$ cat src/rtl/pipe_hazard_ctrl_pkg.sv
// Shared pipeline definitions: hazard FSM state encoding, NOP word and the
// default register-index width.
package pipe_hazard_ctrl_pkg;

    typedef enum logic [1:0] {
        ST_RUN    = 2'd0,
        ST_CSTALL = 2'd1,
        ST_DRAIN  = 2'd2
    } state_e;

    localparam logic [31:0] NOP   = 32'd0;
    localparam int          REG_W = 5;

endpackage

$ cat src/rtl/pipe_hazard_ctrl_stall_watchdog.sv
// Counts consecutive cache-stall cycles (saturating) and raises a sticky
// timeout once the count reaches MAX_STALL.
module stall_watchdog #(
    parameter int MAX_STALL = 255
) (
    input  logic clk_i,
    input  logic rst_i,
    input  logic cstall_i,
    output logic timeout_o
);

    localparam logic [15:0] MAX_C = 16'(MAX_STALL);

    logic [15:0] cnt_q, cnt_d;
    logic        to_q, to_d;

    always_comb begin
        cnt_d = '0;
        if (cstall_i) begin
            cnt_d = (cnt_q == 16'hFFFF) ? cnt_q : cnt_q + 16'd1;
        end
        to_d = to_q | (cnt_q == MAX_C);
    end

    always_ff @(posedge clk_i) begin
        if (rst_i) begin
            cnt_q <= '0;
            to_q  <= 1'b0;
        end else begin
            cnt_q <= cnt_d;
            to_q  <= to_d;
        end
    end

    assign timeout_o = to_q;

endmodule

$ cat src/rtl/pipe_hazard_ctrl.sv
// Central stall/flush controller for the 5-stage pipeline.
// Optional perf counters are built when PIPE_HAZARD_CTRL_PERF_EN is defined.
module pipe_hazard_ctrl #(
    parameter int MAX_STALL = 255,
    parameter int REG_W     = pipe_hazard_ctrl_pkg::REG_W
) (
    input  logic             clk_i,
    input  logic             rst_i,
    input  logic             icache_stall_i,
    input  logic             dcache_stall_i,
    input  logic             idex_memread_i,
    input  logic [REG_W-1:0] idex_rt_i,
    input  logic [REG_W-1:0] ifid_rs_i,
    input  logic [REG_W-1:0] ifid_rt_i,
    input  logic             branch_i,
    input  logic             jump_i,
    output logic             stall_o,
    output logic             pc_write_o,
    output logic             ifid_write_o,
    output logic             ifid_flush_o,
    output logic             idex_bubble_o,
    output logic             stall_timeout_o,
    output logic [31:0]      perf_stall_o,
    output logic [31:0]      perf_flush_o,
    output logic [31:0]      perf_lu_o
);

    import pipe_hazard_ctrl_pkg::*;

    state_e state_q, state_d;
    logic   pend_q, pend_d;
    logic   cstall, lu, redir, timeout;

    assign cstall = icache_stall_i | dcache_stall_i;
    assign lu     = idex_memread_i & (idex_rt_i != '0) &
                    ((idex_rt_i == ifid_rs_i) | (idex_rt_i == ifid_rt_i));
    assign redir  = branch_i | jump_i;

    always_comb begin
        state_d = state_q;
        pend_d  = pend_q;
        if (cstall && redir) begin
            pend_d = 1'b1;
        end
        case (state_q)
            ST_RUN: begin
                if (cstall) state_d = ST_CSTALL;
            end
            ST_CSTALL: begin
                if (!cstall) begin
                    if (pend_q) begin
                        state_d = ST_DRAIN;
                        pend_d  = 1'b0;
                    end else begin
                        state_d = ST_RUN;
                    end
                end
            end
            ST_DRAIN: begin
                // A stall that pre-empts the drain flush must keep it owed.
                if (cstall) begin
                    state_d = ST_CSTALL;
                    pend_d  = 1'b1;
                end else begin
                    state_d = ST_RUN;
                end
            end
            default: state_d = ST_RUN;
        endcase
    end

    always_ff @(posedge clk_i) begin
        if (rst_i) begin
            state_q <= ST_RUN;
            pend_q  <= 1'b0;
        end else begin
            state_q <= state_d;
            pend_q  <= pend_d;
        end
    end

    always_comb begin
        stall_o       = 1'b0;
        pc_write_o    = 1'b1;
        ifid_write_o  = 1'b1;
        ifid_flush_o  = 1'b0;
        idex_bubble_o = 1'b0;
        if (rst_i) begin
            pc_write_o    = 1'b0;
            ifid_write_o  = 1'b0;
            ifid_flush_o  = 1'b1;
            idex_bubble_o = 1'b1;
        end else if (cstall) begin
            stall_o      = 1'b1;
            pc_write_o   = 1'b0;
            ifid_write_o = 1'b0;
        end else if (state_q == ST_DRAIN) begin
            ifid_flush_o = 1'b1;
        end else if (lu) begin
            pc_write_o    = 1'b0;
            ifid_write_o  = 1'b0;
            idex_bubble_o = 1'b1;
        end else if (redir) begin
            ifid_flush_o = 1'b1;
        end
    end

    stall_watchdog #(.MAX_STALL(MAX_STALL)) u_watchdog (
        .clk_i     (clk_i),
        .rst_i     (rst_i),
        .cstall_i  (cstall),
        .timeout_o (timeout)
    );

    assign stall_timeout_o = timeout & ~rst_i;

`ifdef PIPE_HAZARD_CTRL_PERF_EN
    logic [31:0] perf_stall_q, perf_flush_q, perf_lu_q;

    // Outside reset, flush and bubble strobes come only from real events.
    always_ff @(posedge clk_i) begin
        if (rst_i) begin
            perf_stall_q <= '0;
            perf_flush_q <= '0;
            perf_lu_q    <= '0;
        end else begin
            if (cstall)        perf_stall_q <= perf_stall_q + 32'd1;
            if (ifid_flush_o)  perf_flush_q <= perf_flush_q + 32'd1;
            if (idex_bubble_o) perf_lu_q    <= perf_lu_q + 32'd1;
        end
    end

    assign perf_stall_o = rst_i ? '0 : perf_stall_q;
    assign perf_flush_o = rst_i ? '0 : perf_flush_q;
    assign perf_lu_o    = rst_i ? '0 : perf_lu_q;
`else
    assign perf_stall_o = '0;
    assign perf_flush_o = '0;
    assign perf_lu_o    = '0;
`endif

endmodule
$ cat config.mk
export PLATFORM = sky130hd
export DESIGN_NAME = pipe_hazard_ctrl
export DESIGN_NICKNAME = d
export VERILOG_FILES = /design/src/rtl/pipe_hazard_ctrl_pkg.sv /design/src/rtl/pipe_hazard_ctrl_stall_watchdog.sv /design/src/rtl/pipe_hazard_ctrl.sv
export SDC_FILE = /design/constraint.sdc
export NUM_CORES = 1
export LEC_CHECK = 0
export BUFFER_PORTS_ARGS = -buffer_cell sky130_fd_sc_hd__buf_2
export CORE_AREA = 2 2 55 95
export CTS_CLUSTER_SIZE = 30
export DETAILED_ROUTE_END_ITERATION = 16
export DIE_AREA = 0 0 57 97
export PLACE_DENSITY = 0.75
export SYNTH_ARGS = -nofsm -noshare
export SYNTH_HDL_FRONTEND = slang
export SYNTH_HIERARCHICAL = 1
export SYNTH_SLANG_ARGS = --single-unit
export TNS_END_PERCENT = 30
$ cat constraint.sdc
create_clock -name clk_i -period 2 [get_ports clk_i]
set_clock_uncertainty 0.2 [all_clocks]
set_input_delay 0.2 -clock clk_i [delete_from_list [all_inputs] [get_ports clk_i]]
set_output_delay 0.2 -clock clk_i [all_outputs]
set_load 0.005 [all_outputs]
==> results of run 1 <==
==> per-stage QoR <==
stage	setup TNS, ns	utilization	area [um^2]	worst slack [ns]	hold WS (ns)
after global routing	0	0.4266	2008	0.01392	0.1156
after global placement	0	0.4064	1913	0.06708	0.2474
after CTS	0	0.4205	1979	0.02076	0.05550
final	0	0.4266	2008	0.08280	0.07805
after floorplan	0	-	2361	0.2119	0.07238
after detailed placement	-0.06520	0.4064	1913	-0.03466	0.2805
==> cells by family (layout without fill, tap and decap cells) <==
kind of cell | count (synthesis) | in the layout
AND/OR/NAND/NOR | 68 | 68
adder cells (fa/ha/maj) | 5 | 5
other | 1 | 96
AO/OA/AOI/OAI | 39 | 39
multiplexers | 3 | 3
buffers and inverters | 110 | 53
XOR/XNOR | 11 | 11
flip-flops | 20 | 20
==> power by group through the flow <==
stage	Sequential (W)	Combinational (W)	Clock, W
floorplan	0.000422	0.000250	0
global route	0.000417	0.000204	0.000334
detailed placement	0.000424	0.000166	0
finish	0.000415	0.000178	0.000311
CTS	0.000416	0.000168	0.000317
global placement	0.000424	0.000162	0
==> cell type report <==
class                           instances  area share
Clock buffer                            4     0.02741
Inverter                                6     0.01121
Multi-Input combinational cell        222      0.6019
Sequential cell                        20      0.2000
Tap cell                               52     0.03240
Timing Repair Buffer                   43      0.1271
==> repair_timing <==
| item | in CTS | in global routing |
|---|---|---|
| gates cloned | 0 | 0 |
| setup endpoints to repair | 3 | 5 |
| hold buffers | 0 | 0 |
| resized for setup | 4 | 7 |
| buffers inserted | 0 | 1 |
| pin swaps | 1 | 1 |
==> registers in the layout (all words and copies together), names as in the netlist <==
register,flops
u_watchdog/timeout_o,1
u_watchdog/cnt_q,16
state_q,2
pend_q,1
==> Yosys cell counts <==
cell type   n
nor3_1      7
clkbuf_1    3
ha_1        5
o211ai_1    1
a211oi_1    1
xnor2_1    11
a311oi_1    1
nor2b_1     4
o311a_1     2
o31ai_1     2
nand3_1     9
or2_0       1
o22ai_1     1
and4b_1     1
nand2b_1    4
or4_1       4
and4_1      1
clkbuf_2    1
a21boi_0    2
nor4_1      6
a31o_1      1
a211o_1     1
and3_1      2
nand2_1    14
nor2_1      6
buf_4      98
o32ai_1     1
a31oi_1     2
or3_1       3
inv_1       6
a21oi_2     1
nand4_1     5
mux2i_1     3
dfxtp_1    20
conb_1      1
buf_1       1
a2111o_1    2
nand4_2     1
o21ai_0     9
buf_2       1
a21oi_1    12
==> final timing paths <==
kind / endpoint / depth (start not counted)
max reg2reg: u_watchdog/cnt_q[10]$_SDFFE_PP0P_ / 5
min: state_q[0]$_SDFFE_PP0P_ / 2
max: ifid_flush_o / 6
min reg2reg: u_watchdog/cnt_q[11]$_SDFFE_PP0P_ / 2
==> worst register-to-register path, stage by stage (launching register included) <==
cell	delay [ns]
dfxtp_1	0.38
ha_1	0.19
nand3_1	0.11
or2_1	0.31
or4_1	0.43
a21oi_1	0.15
==> per-layer routing <==
layer,vias to the layer above,global-route usage
met3,11,0.01337
met2,100,0.2706
met4,0,0.04293
met5,-,0
met1,721,0.1118
li1,763,-
==> summary.txt, run 1 <==
status: finished clean
power density cells: 450.7 mW/mm^2
power share of the combinational group: 0.197
max-cap violations: 0
Bufs and invs on worst path: 2
Seq pwr share: 0.459
sort of element at the end of the critical path: primary output
final max-slew violation count: 0
adder-cell share of the synthesized area: 0.03121
layout cells sized above 1: 0.1898
cell type of the slowest stage on the worst timing path: or4_1
DRT Wirelength: 3629 um
classification of the worst-slack hold path: in2reg
kind of cell adding the most delay to the critical path: simple AND/OR/NAND/NOR gates
final layout net count: 323
die outline area: 0.005529 mm^2
setup slack of the worst register-to-register path: 0.16 ns
Clock Sink Count: 20
type of origin of the critical path: register
syn_area_per_cell: 7.799 um^2
switching share of power: 0.2816
routed length on met1: 1106 um
pin count of the biggest net entering global routing: 14
slowest cell delay on critical path: 0.40 ns
RSZ-0062 raised after global routing: no
detailed-route vias per instance: 4.597
Antenna Violating Nets Remaining: 0
detailed placement HPWL: 3116 um
ranking of synthesized cells by area: buf_4 37%, dfxtp_1 20%, xnor2_1 4.8%
post-synthesis share of cell area spent on xor and xnor gates: 0.04806
CTS Root Buffer Type: clkbuf_8
layout overhead on the synthesized area: 0.1875%
die outline height: 97 um
number of global-route vias before repair: 1,400
clock latency reported for the late side of the worst-skew pair: 0.26 ns
area fraction in and, or, nand and nor cells after synthesis: 0.1860
final cycle utilization of the critical path: 0.9586
net load switching power: 0.0002549 W
cell count after placement: 342
Pleak: 0.9357 nW
setup violation total in the final timing report: 0
combined area of the multi-input logic cells: 0.001209 mm^2
first-pass GRT wire length: 5796 um
count of synthesis-stage warnings from yosys: 6
list of cells traversed by the critical path: inv_2 > ha_4 > or4_1 > o21ai_1 > a21oi_2 > buf_2
number of library cell types mapped by synthesis: 41
hold wc startpoint: rst_i
placer's final routability congestion estimate: 0.7976
post-synthesis compound-gate area fraction: 0.1273
number of remaining DRC errors: 0
maximum fanout count along the critical path: 4
highest metal layer with signal wires: met4
initial DRC count: 13
number of cells in the finished layout apart from fillers: 347
top achievable clock speed: 521.6 MHz
share of the synthesized area in the top cell type: 0.3670
number of vias after detailed routing: 1,595
TritonCTS clock tree: done
antenna violations before repair: 0
CTS Buffer Depth: 2
Pwr Total: 0.0009050 W
WL met2: 2151 um
Clock Power Share: 0.344
Cells after Synth: 257
number of buffer cells added on primary ports: 27
startpoint of the worst-slack reg-to-reg timing path: u_watchdog/cnt_q[0]$_SDFFE_PP0P_
main combinational cell family by area after synthesis: buffers and inverters
#FFs+latches synth: 20
drt pass-1 iters: 4
ANT cells: 0
aggregate global routing overflow: 0
dominant cell type by area after synthesis: buf_4
filler cell count: 488
synthesized cell area: 0.002004 mm^2
class of the most critical setup path: reg2out
crit path time final: 1.917 ns
largest vdd supply drop: 0.0005530 V
die boundary width: 57 um
CTS clk-pin slew, worst paths: 0.08 ns
highest-count cells in the layout ignoring fill and taps: 96 x conb_1, 27 x buf_2, 19 x dfxtp_1
number of H-tree branching levels: 1
CTS buffer count: 3
initial standard-cell utilization of the core: 0.4258
CP arrival: 1.52 ns
met3 wirelength from detailed routing: 279 um
placement row count: 33
mux share of post-synthesis cell area: 0.01498
core footprint: 0.004707 mm^2
CP Data Required Time: 1.60 ns
source of the critical timing path: state_q[0]$_SDFFE_PP0P_
commonest non-fill, non-tap cell in the layout: conb_1
internal power summed over all cells: 0.0006502 W
ports placed on the boundary: 124
overall track demand over capacity in global routing: 0.1268
sequential cell area in the final layout: 401.6 um^2
total count of hold-check failures in the final report: 0
average wire per standard cell: 10.46 um
fraction of the yosys area taken by sequential cells: 0.1998
No activity file was read; power rests on OpenSTA's default activity.
==> inputs of run 2 (changes only) <==
CORE_AREA = 2 2 57 99   (was 2 2 55 95)
DIE_AREA = 0 0 59 101   (was 0 0 57 97)
PLACE_DENSITY = 0.7   (was 0.75)
==> run 2 against run 1 <==
Effect of this change: non-clock buffer count unchanged; sequential share of layout area down 0.062 points; worst hold slack got worse by 0.012 ns; die area up 7.8%; sequential power hardly changed; global-route usage shrank 0.27 points; largest power group unchanged.
==> summary.txt, run 2 (same netlist as run 1, synthesis figures left out) <==
type of origin of the critical path: register (unchanged)
ports placed on the boundary: 124 (unchanged)
placement row count: 35 (was 33)
aggregate global routing overflow: 0 (unchanged)
pin count of the biggest net entering global routing: 14 (unchanged)
die outline area: 0.005959 mm^2 (was 0.005529 mm^2)
maximum fanout count along the critical path: 4 (unchanged)
clock latency reported for the late side of the worst-skew pair: 0.27 ns (was 0.26 ns)
Pleak: 0.9434 nW (was 0.9357 nW)
number of flip-flops in the largest register: 16 (unchanged)
layout overhead on the synthesized area: 0.4993% (was 0.1875%)
initial standard-cell utilization of the core: 0.3879 (was 0.4258)
class of the most critical setup path: reg2out (unchanged)
detailed-route vias per instance: 4.600 (was 4.597)
cell type of the slowest stage on the worst timing path: dfxtp_1 (was or4_1)
filler cell count: 528 (was 488)
Antenna Violating Nets Remaining: 0 (unchanged)
placer's final routability congestion estimate: 0.8999 (was 0.7976)
number of buffer cells added on primary ports: 27 (unchanged)
number of vias after detailed routing: 1,610 (was 1,595)
overall track demand over capacity in global routing: 0.1242 (was 0.1268)
hold wc startpoint: rst_i (unchanged)
sort of element at the end of the critical path: primary output (unchanged)
largest register by flop count: u_watchdog/cnt_q (unchanged)
list of cells traversed by the critical path: ha_2 > inv_1 > o311a_1 > a211oi_2 > buf_2 (was inv_2 > ha_4 > or4_1 > o21ai_1 > a21oi_2 > buf_2)
ANT cells: 0 (unchanged)
detailed placement HPWL: 2982 um (was 3116 um)
worst path setup slack after routing: 0.06757 ns (was 0.08280 ns)
registers with the highest flip-flop counts: u_watchdog/cnt_q (16), state_q (2) (unchanged)
core footprint: 0.005167 mm^2 (was 0.004707 mm^2)
final core area utilization: 0.3898 (was 0.4266)
largest vdd supply drop: 0.0002131 V (was 0.0005530 V)
CTS clk-pin slew, worst paths: 0.08 ns (about the same)
number of remaining DRC errors: 0 (unchanged)
slowest cell delay on critical path: 0.38 ns (was 0.40 ns)
setup slack of the worst register-to-register path: 0.13 ns (was 0.16 ns)
DRT Wirelength: 3654 um (was 3629 um)
final layout net count: 323 (unchanged)
commonest non-fill, non-tap cell in the layout: conb_1 (unchanged)
number of H-tree branching levels: 1 (unchanged)
CTS buffer count: 3 (unchanged)
final cycle utilization of the critical path: 0.9662 (was 0.9586)
Min-Delay Path Depth: 2 (unchanged)
CP Data Required Time: 1.60 ns (about the same)
total count of hold-check failures in the final report: 0 (unchanged)
combined area of the multi-input logic cells: 0.001195 mm^2 (was 0.001209 mm^2)
drt pass-1 iters: 4 (unchanged)
classification of the worst-slack hold path: in2reg (unchanged)
reg2reg end: u_watchdog/cnt_q[10]$_SDFFE_PP0P_ (unchanged)
startpoint of the worst-slack reg-to-reg timing path: u_watchdog/cnt_q[0]$_SDFFE_PP0P_ (unchanged)
top achievable clock speed: 517.5 MHz (was 521.6 MHz)
CTS Buffer Depth: 2 (unchanged)
number of cells in the finished layout apart from fillers: 350 (was 347)
layout cells sized above 1: 0.1864 (was 0.1898)
setup violation total in the final timing report: 0 (unchanged)
average wire per standard cell: 10.44 um (was 10.46 um)
end of the worst hold path: u_watchdog/timeout_o$_SDFF_PP0_ (was state_q[0]$_SDFFE_PP0P_)
crit path time final: 1.932 ns (was 1.917 ns)
initial DRC count: 54 (was 13)
Clock Sink Count: 20 (unchanged)
Pwr Total: 0.001003 W (was 0.0009050 W)
Post-Route Hold Slack: 0.06564 ns (was 0.07805 ns)
antenna violations before repair: 0 (unchanged)
cells on worst reg2reg path: 5 (unchanged)
RSZ-0062 raised after global routing: yes (was no)
first-pass GRT wire length: 5796 um (unchanged)
highest-count cells in the layout ignoring fill and taps: 96 x conb_1, 27 x buf_2, 19 x dfxtp_1 (unchanged)
status: finished clean (unchanged)
final max-slew violation count: 0 (unchanged)
CTS Root Buffer Type: clkbuf_8 (unchanged)
TritonCTS clock tree: done (unchanged)
DP Worst Slack: 0.03444 ns (was -0.03466 ns)
die boundary width: 59 um (was 57 um)
CP arrival: 1.53 ns (was 1.52 ns)
sequential cell area in the final layout: 401.6 um^2 (unchanged)
number of global-route vias before repair: 1,400 (unchanged)
power density cells: 498.2 mW/mm^2 (was 450.7 mW/mm^2)
cell count after placement: 345 (was 342)
max-cap violations: 0 (unchanged)
die outline height: 101 um (was 97 um)
Hold-fix buffers, CTS: 0 (unchanged)
## run 2: changes by cell type in the layout (fill, tap and decap cells not counted)
cell / before / now
or2_1: 1 / 0
clkbuf_8: 4 / 3
inv_1: 4 / 5
inv_2: 2 / 1
ha_4: 1 / 0
or2_4: 0 / 1
nor4_1: 5 / 6
nor4_2: 1 / 0
bufinv_16: 0 / 1
ha_2: 0 / 1
## run 2: what timing repair did
item                       4_1_cts  5_1_grt
setup endpoints to repair        3        6
buffers inserted                 1        0
hold endpoints to repair         0        0
resized for setup                4        5
pin swaps                        1        1
## run 2: worst max path at each step
| stage | startpoint | slack (ns) | cells past startpoint | endpoint |
|---|---|---|---|---|
| floorplan | u_watchdog/cnt_q[0]$_SDFFE_PP0P_ | 0.21 | 6 | u_watchdog/cnt_q[10]$_SDFFE_PP0P_ |
| global placement | idex_rt_i[0] | 0.05 | 5 | ifid_write_o |
| detailed placement | u_watchdog/cnt_q[0]$_SDFFE_PP0P_ | 0.03 | 5 | u_watchdog/cnt_q[10]$_SDFFE_PP0P_ |
| CTS | u_watchdog/cnt_q[0]$_SDFFE_PP0P_ | 0.01 | 5 | u_watchdog/cnt_q[10]$_SDFFE_PP0P_ |
| global route | state_q[1]$_SDFFE_PP0P_ | -0.01 | 5 | ifid_write_o |
| finish | state_q[1]$_SDFFE_PP0P_ | 0.07 | 5 | pc_write_o |
## run 2: cell type report
type | instances | share of cell area
Sequential cell | 20 | 0.1994
Timing Repair Buffer | 43 | 0.1267
Tap cell | 55 | 0.03416
Inverter | 6 | 0.01118
Clock buffer | 3 | 0.02050
Clock inverter | 1 | 0.01491
Multi-Input combinational cell | 222 | 0.5932
## run 2: routing by layer
| layer | vias up | GRT usage | wire length, um |
|---|---|---|---|
| li1 | 772 | - | - |
| met1 | 725 | 0.1094 | 1278 |
| met2 | 105 | 0.2496 | 1992 |
| met3 | 8 | 0.01412 | 289 |
| met4 | 0 | 0.07343 | 93 |
| met5 | - | 0 | 0 |
## run 2: where the power goes
group	leakage (nW)	total, W	internal (W)	switching [W]
combinational	0.745	0.000177	0.0000667	0.000110
clock	0.0357	0.000411	0.000268	0.000144
sequential	0.162	0.000415	0.000407	0.00000786
total	0.943	0.00100	0.000742	0.000262
## run 2: stage by stage
step / area [um^2] / TNS [ns]
after floorplan: 2361 / 0
after global placement: 1917 / 0
after detailed placement: 1917 / 0
after CTS: 2009 / 0
after global routing: 2014 / -0.02651
final: 2014 / 0
## run 2: critical path: cells and delay by family, from the launching register on
kind | cells | cell delay (ns)
compound gates | 2 | 0.44
buf+inv | 2 | 0.23
flops | 1 | 0.38
fa+ha+maj | 1 | 0.23
==> inputs of run 3 (changes only) <==
CORE_AREA = 2 2 58 100   (was 2 2 57 99)
DIE_AREA = 0 0 60 102   (was 0 0 59 101)
GPL_ROUTABILITY_DRIVEN = 0   (was default)
MAX_ROUTING_LAYER = met4   (was default)
PLACE_DENSITY = 0.71   (was 0.7)
clock period = 1.66 ns   (was 2 ns; I/O delays follow)
==> run 3 against run 2 <==
Effect of this change: global-route usage is essentially flat; largest power group unchanged; utilization rose by 6.4 points; highest routed layer unchanged; critical path depth is 1 higher; critical endpoint is now ifid_flush_o; the flow now finishes with violations (setup timing); combinational power rose by 48%; cell area grew 19%; worst setup slack got worse by 0.27 ns; clock power down 9.7%; routed wire length rose by 16%; non-clock buffer count is 28 higher.
==> summary.txt, run 3 (same netlist as run 1, synthesis figures left out) <==
status: finished with violations (was finished clean)
failing checks: setup timing
Bufs and invs on worst path: 2 (unchanged)
sort of element at the end of the critical path: primary output (unchanged)
number of remaining DRC errors: 0 (unchanged)
CTS Root Buffer Type: clkbuf_8 (unchanged)
aggregate global routing overflow: 0 (unchanged)
worst path setup slack after routing: -0.1993 ns (was 0.06757 ns)
final max-slew violation count: 0 (unchanged)
core footprint: 0.005299 mm^2 (was 0.005167 mm^2)
number of buffer cells added on primary ports: 27 (unchanged)
initial DRC count: 77 (was 54)
cell count after placement: 389 (was 345)
cells on worst reg2reg path: 6 (was 5)
commonest non-fill, non-tap cell in the layout: conb_1 (unchanged)
Pwr Total: 0.001133 W (was 0.001003 W)
power density cells: 470.7 mW/mm^2 (was 498.2 mW/mm^2)
largest register by flop count: u_watchdog/cnt_q (unchanged)
initial standard-cell utilization of the core: 0.3783 (was 0.3879)
cell type of the slowest stage on the worst timing path: or4_1 (was dfxtp_1)
DRT Wirelength: 4235 um (was 3654 um)
CTS Buffer Depth: 2 (unchanged)
sum of negative setup slack: -0.4010 ns (was 0 ns)
class of the most critical setup path: reg2out (unchanged)
CTS clk-pin slew, worst paths: 0.08 ns (about the same)
setup violation total in the final timing report: 9 (was 0)
kind of cell adding the most delay to the critical path: simple AND/OR/NAND/NOR gates (was compound AO/OA/AOI/OAI gates)
highest-count cells in the layout ignoring fill and taps: 96 x conb_1, 40 x buf_4, 26 x buf_2 (was 96 x conb_1, 27 x buf_2, 19 x dfxtp_1)
TritonCTS clock tree: done (unchanged)
final layout net count: 351 (was 323)
number of global-route vias before repair: 1,436 (was 1,400)
pin count of the biggest net entering global routing: 12 (was 14)
largest vdd supply drop: 0.0003218 V (was 0.0002131 V)
number of flip-flops in the largest register: 16 (unchanged)
layout cells sized above 1: 0.3437 (was 0.1864)
DP Worst Slack: -0.1206 ns (was 0.03444 ns)
clock latency reported for the late side of the worst-skew pair: 0.26 ns (was 0.27 ns)
RSZ-0062 raised after global routing: yes (unchanged)
die boundary width: 60 um (was 59 um)
number of cells in the finished layout apart from fillers: 397 (was 350)
CP Data Required Time: 1.29 ns (was 1.60 ns)
slowest cell delay on critical path: 0.40 ns (was 0.38 ns)
detailed-route vias per instance: 4.373 (was 4.600)
Min-Delay Path Depth: 2 (unchanged)
overall track demand over capacity in global routing: 0.1241 (was 0.1242)
Antenna Violating Nets Remaining: 0 (unchanged)
combined area of the multi-input logic cells: 0.001333 mm^2 (was 0.001195 mm^2)
registers with the highest flip-flop counts: u_watchdog/cnt_q (16), state_q (2) (unchanged)
list of cells traversed by the critical path: inv_2 > ha_4 > or4_1 > o21ai_1 > a21oi_2 > buf_2 (was ha_2 > inv_1 > o311a_1 > a211oi_2 > buf_2)
Post-Route Hold Slack: 0.01571 ns (was 0.06564 ns)
type of origin of the critical path: register (unchanged)
number of H-tree branching levels: 1 (unchanged)
CTS buffer count: 3 (unchanged)
ports placed on the boundary: 124 (unchanged)
antenna violations before repair: 0 (unchanged)
layout overhead on the synthesized area: 20.04% (was 0.4993%)
Clock Sink Count: 20 (unchanged)
ANT cells: 0 (unchanged)
drt pass-1 iters: 4 (unchanged)
die outline height: 102 um (was 101 um)
CP arrival: 1.49 ns (was 1.53 ns)
die outline area: 0.006120 mm^2 (was 0.005959 mm^2)
sequential cell area in the final layout: 416.7 um^2 (was 401.6 um^2)
maximum fanout count along the critical path: 4 (unchanged)
Pleak: 1.151 nW (was 0.9434 nW)
number of vias after detailed routing: 1,736 (was 1,610)
classification of the worst-slack hold path: in2reg (unchanged)
max-cap violations: 0 (unchanged)
final cycle utilization of the critical path: 1.120
placement row count: 35 (unchanged)
filler cell count: 500 (was 528)
total count of hold-check failures in the final report: 0 (unchanged)
crit path time final: 1.859 ns
first-pass GRT wire length: 5768 um (was 5796 um)
cell count along the critical path: 6 (was 5)
top achievable clock speed: 537.8 MHz
average wire per standard cell: 10.67 um (was 10.44 um)
detailed placement HPWL: 3250 um (was 2982 um)
==> run 3: cell count changes in the layout (fill, tap and decap cells not counted), sizes merged <==
cell,previous run,this run
buf,43,71
bufinv,1,0
clkbuf,3,4
==> run 3: routing by layer <==
layer / track usage / wire length [um]
met2: 0.2533 / 2515
met1: 0.1111 / 1388
met5: - / 0
met4: 0.04103 / 34
met3: 0.01139 / 297
==> run 3: report_power, final <==
part           internal (W)  total, W  switching (W)
Clock              0.000211  0.000371       0.000160
Combinational      0.000113  0.000262       0.000149
Sequential         0.000491  0.000499     0.00000844
Total              0.000815   0.00113       0.000318
==> run 3: timing repair <==
item                       CTS  global route
cloned                       0             1
buffers inserted             2             1
setup endpoints to repair   11            23
resized for setup           18            29
hold buffers                 0             0
pin swaps                    6             9
==> run 3: area by class of cell <==
| type | count | share of cell area |
|---|---|---|
| sequential | 20 | 0.1732 |
| multi-input combinational | 222 | 0.5538 |
| tap | 74 | 0.03848 |
| timing repair buffer | 71 | 0.2023 |
| inverter | 6 | 0.009360 |
| clock buffer | 4 | 0.02288 |
==> run 3: final timing paths <==
| check | start | endpoint | slack [ns] |
|---|---|---|---|
| worst max-delay path | state_q[0]$_SDFFE_PP0P_ | ifid_flush_o | -0.20 |
| worst min-delay path | rst_i | u_watchdog/timeout_o$_SDFF_PP0_ | 0.02 |
| worst max register to register | u_watchdog/cnt_q[10]$_SDFFE_PP0P_ | u_watchdog/cnt_q[10]$_SDFFE_PP0P_ | -0.08 |
| worst min register to register | u_watchdog/timeout_o$_SDFF_PP0_ | u_watchdog/timeout_o$_SDFF_PP0_ | 0.26 |
==> run 3: metrics by stage <==
| stage | util | instance area, um^2 |
|---|---|---|
| 2_1_floorplan | - | 2381 |
| 3_3_place_gp | 0.4054 | 2148 |
| 3_5_place_dp | 0.4054 | 2148 |
| 4_1_cts | 0.4323 | 2291 |
| 5_1_grt | 0.4541 | 2406 |
| 6_report | 0.4541 | 2406 |
==> run 3: worst reg2reg max path: stages, from the launching register on <==
cell and delay [ns]:
dfxtp_2 0.32, nand4_1 0.17, buf_6 0.16, nor3_4 0.05, buf_2 0.17, or4_4 0.48
a21oi_2 0.13
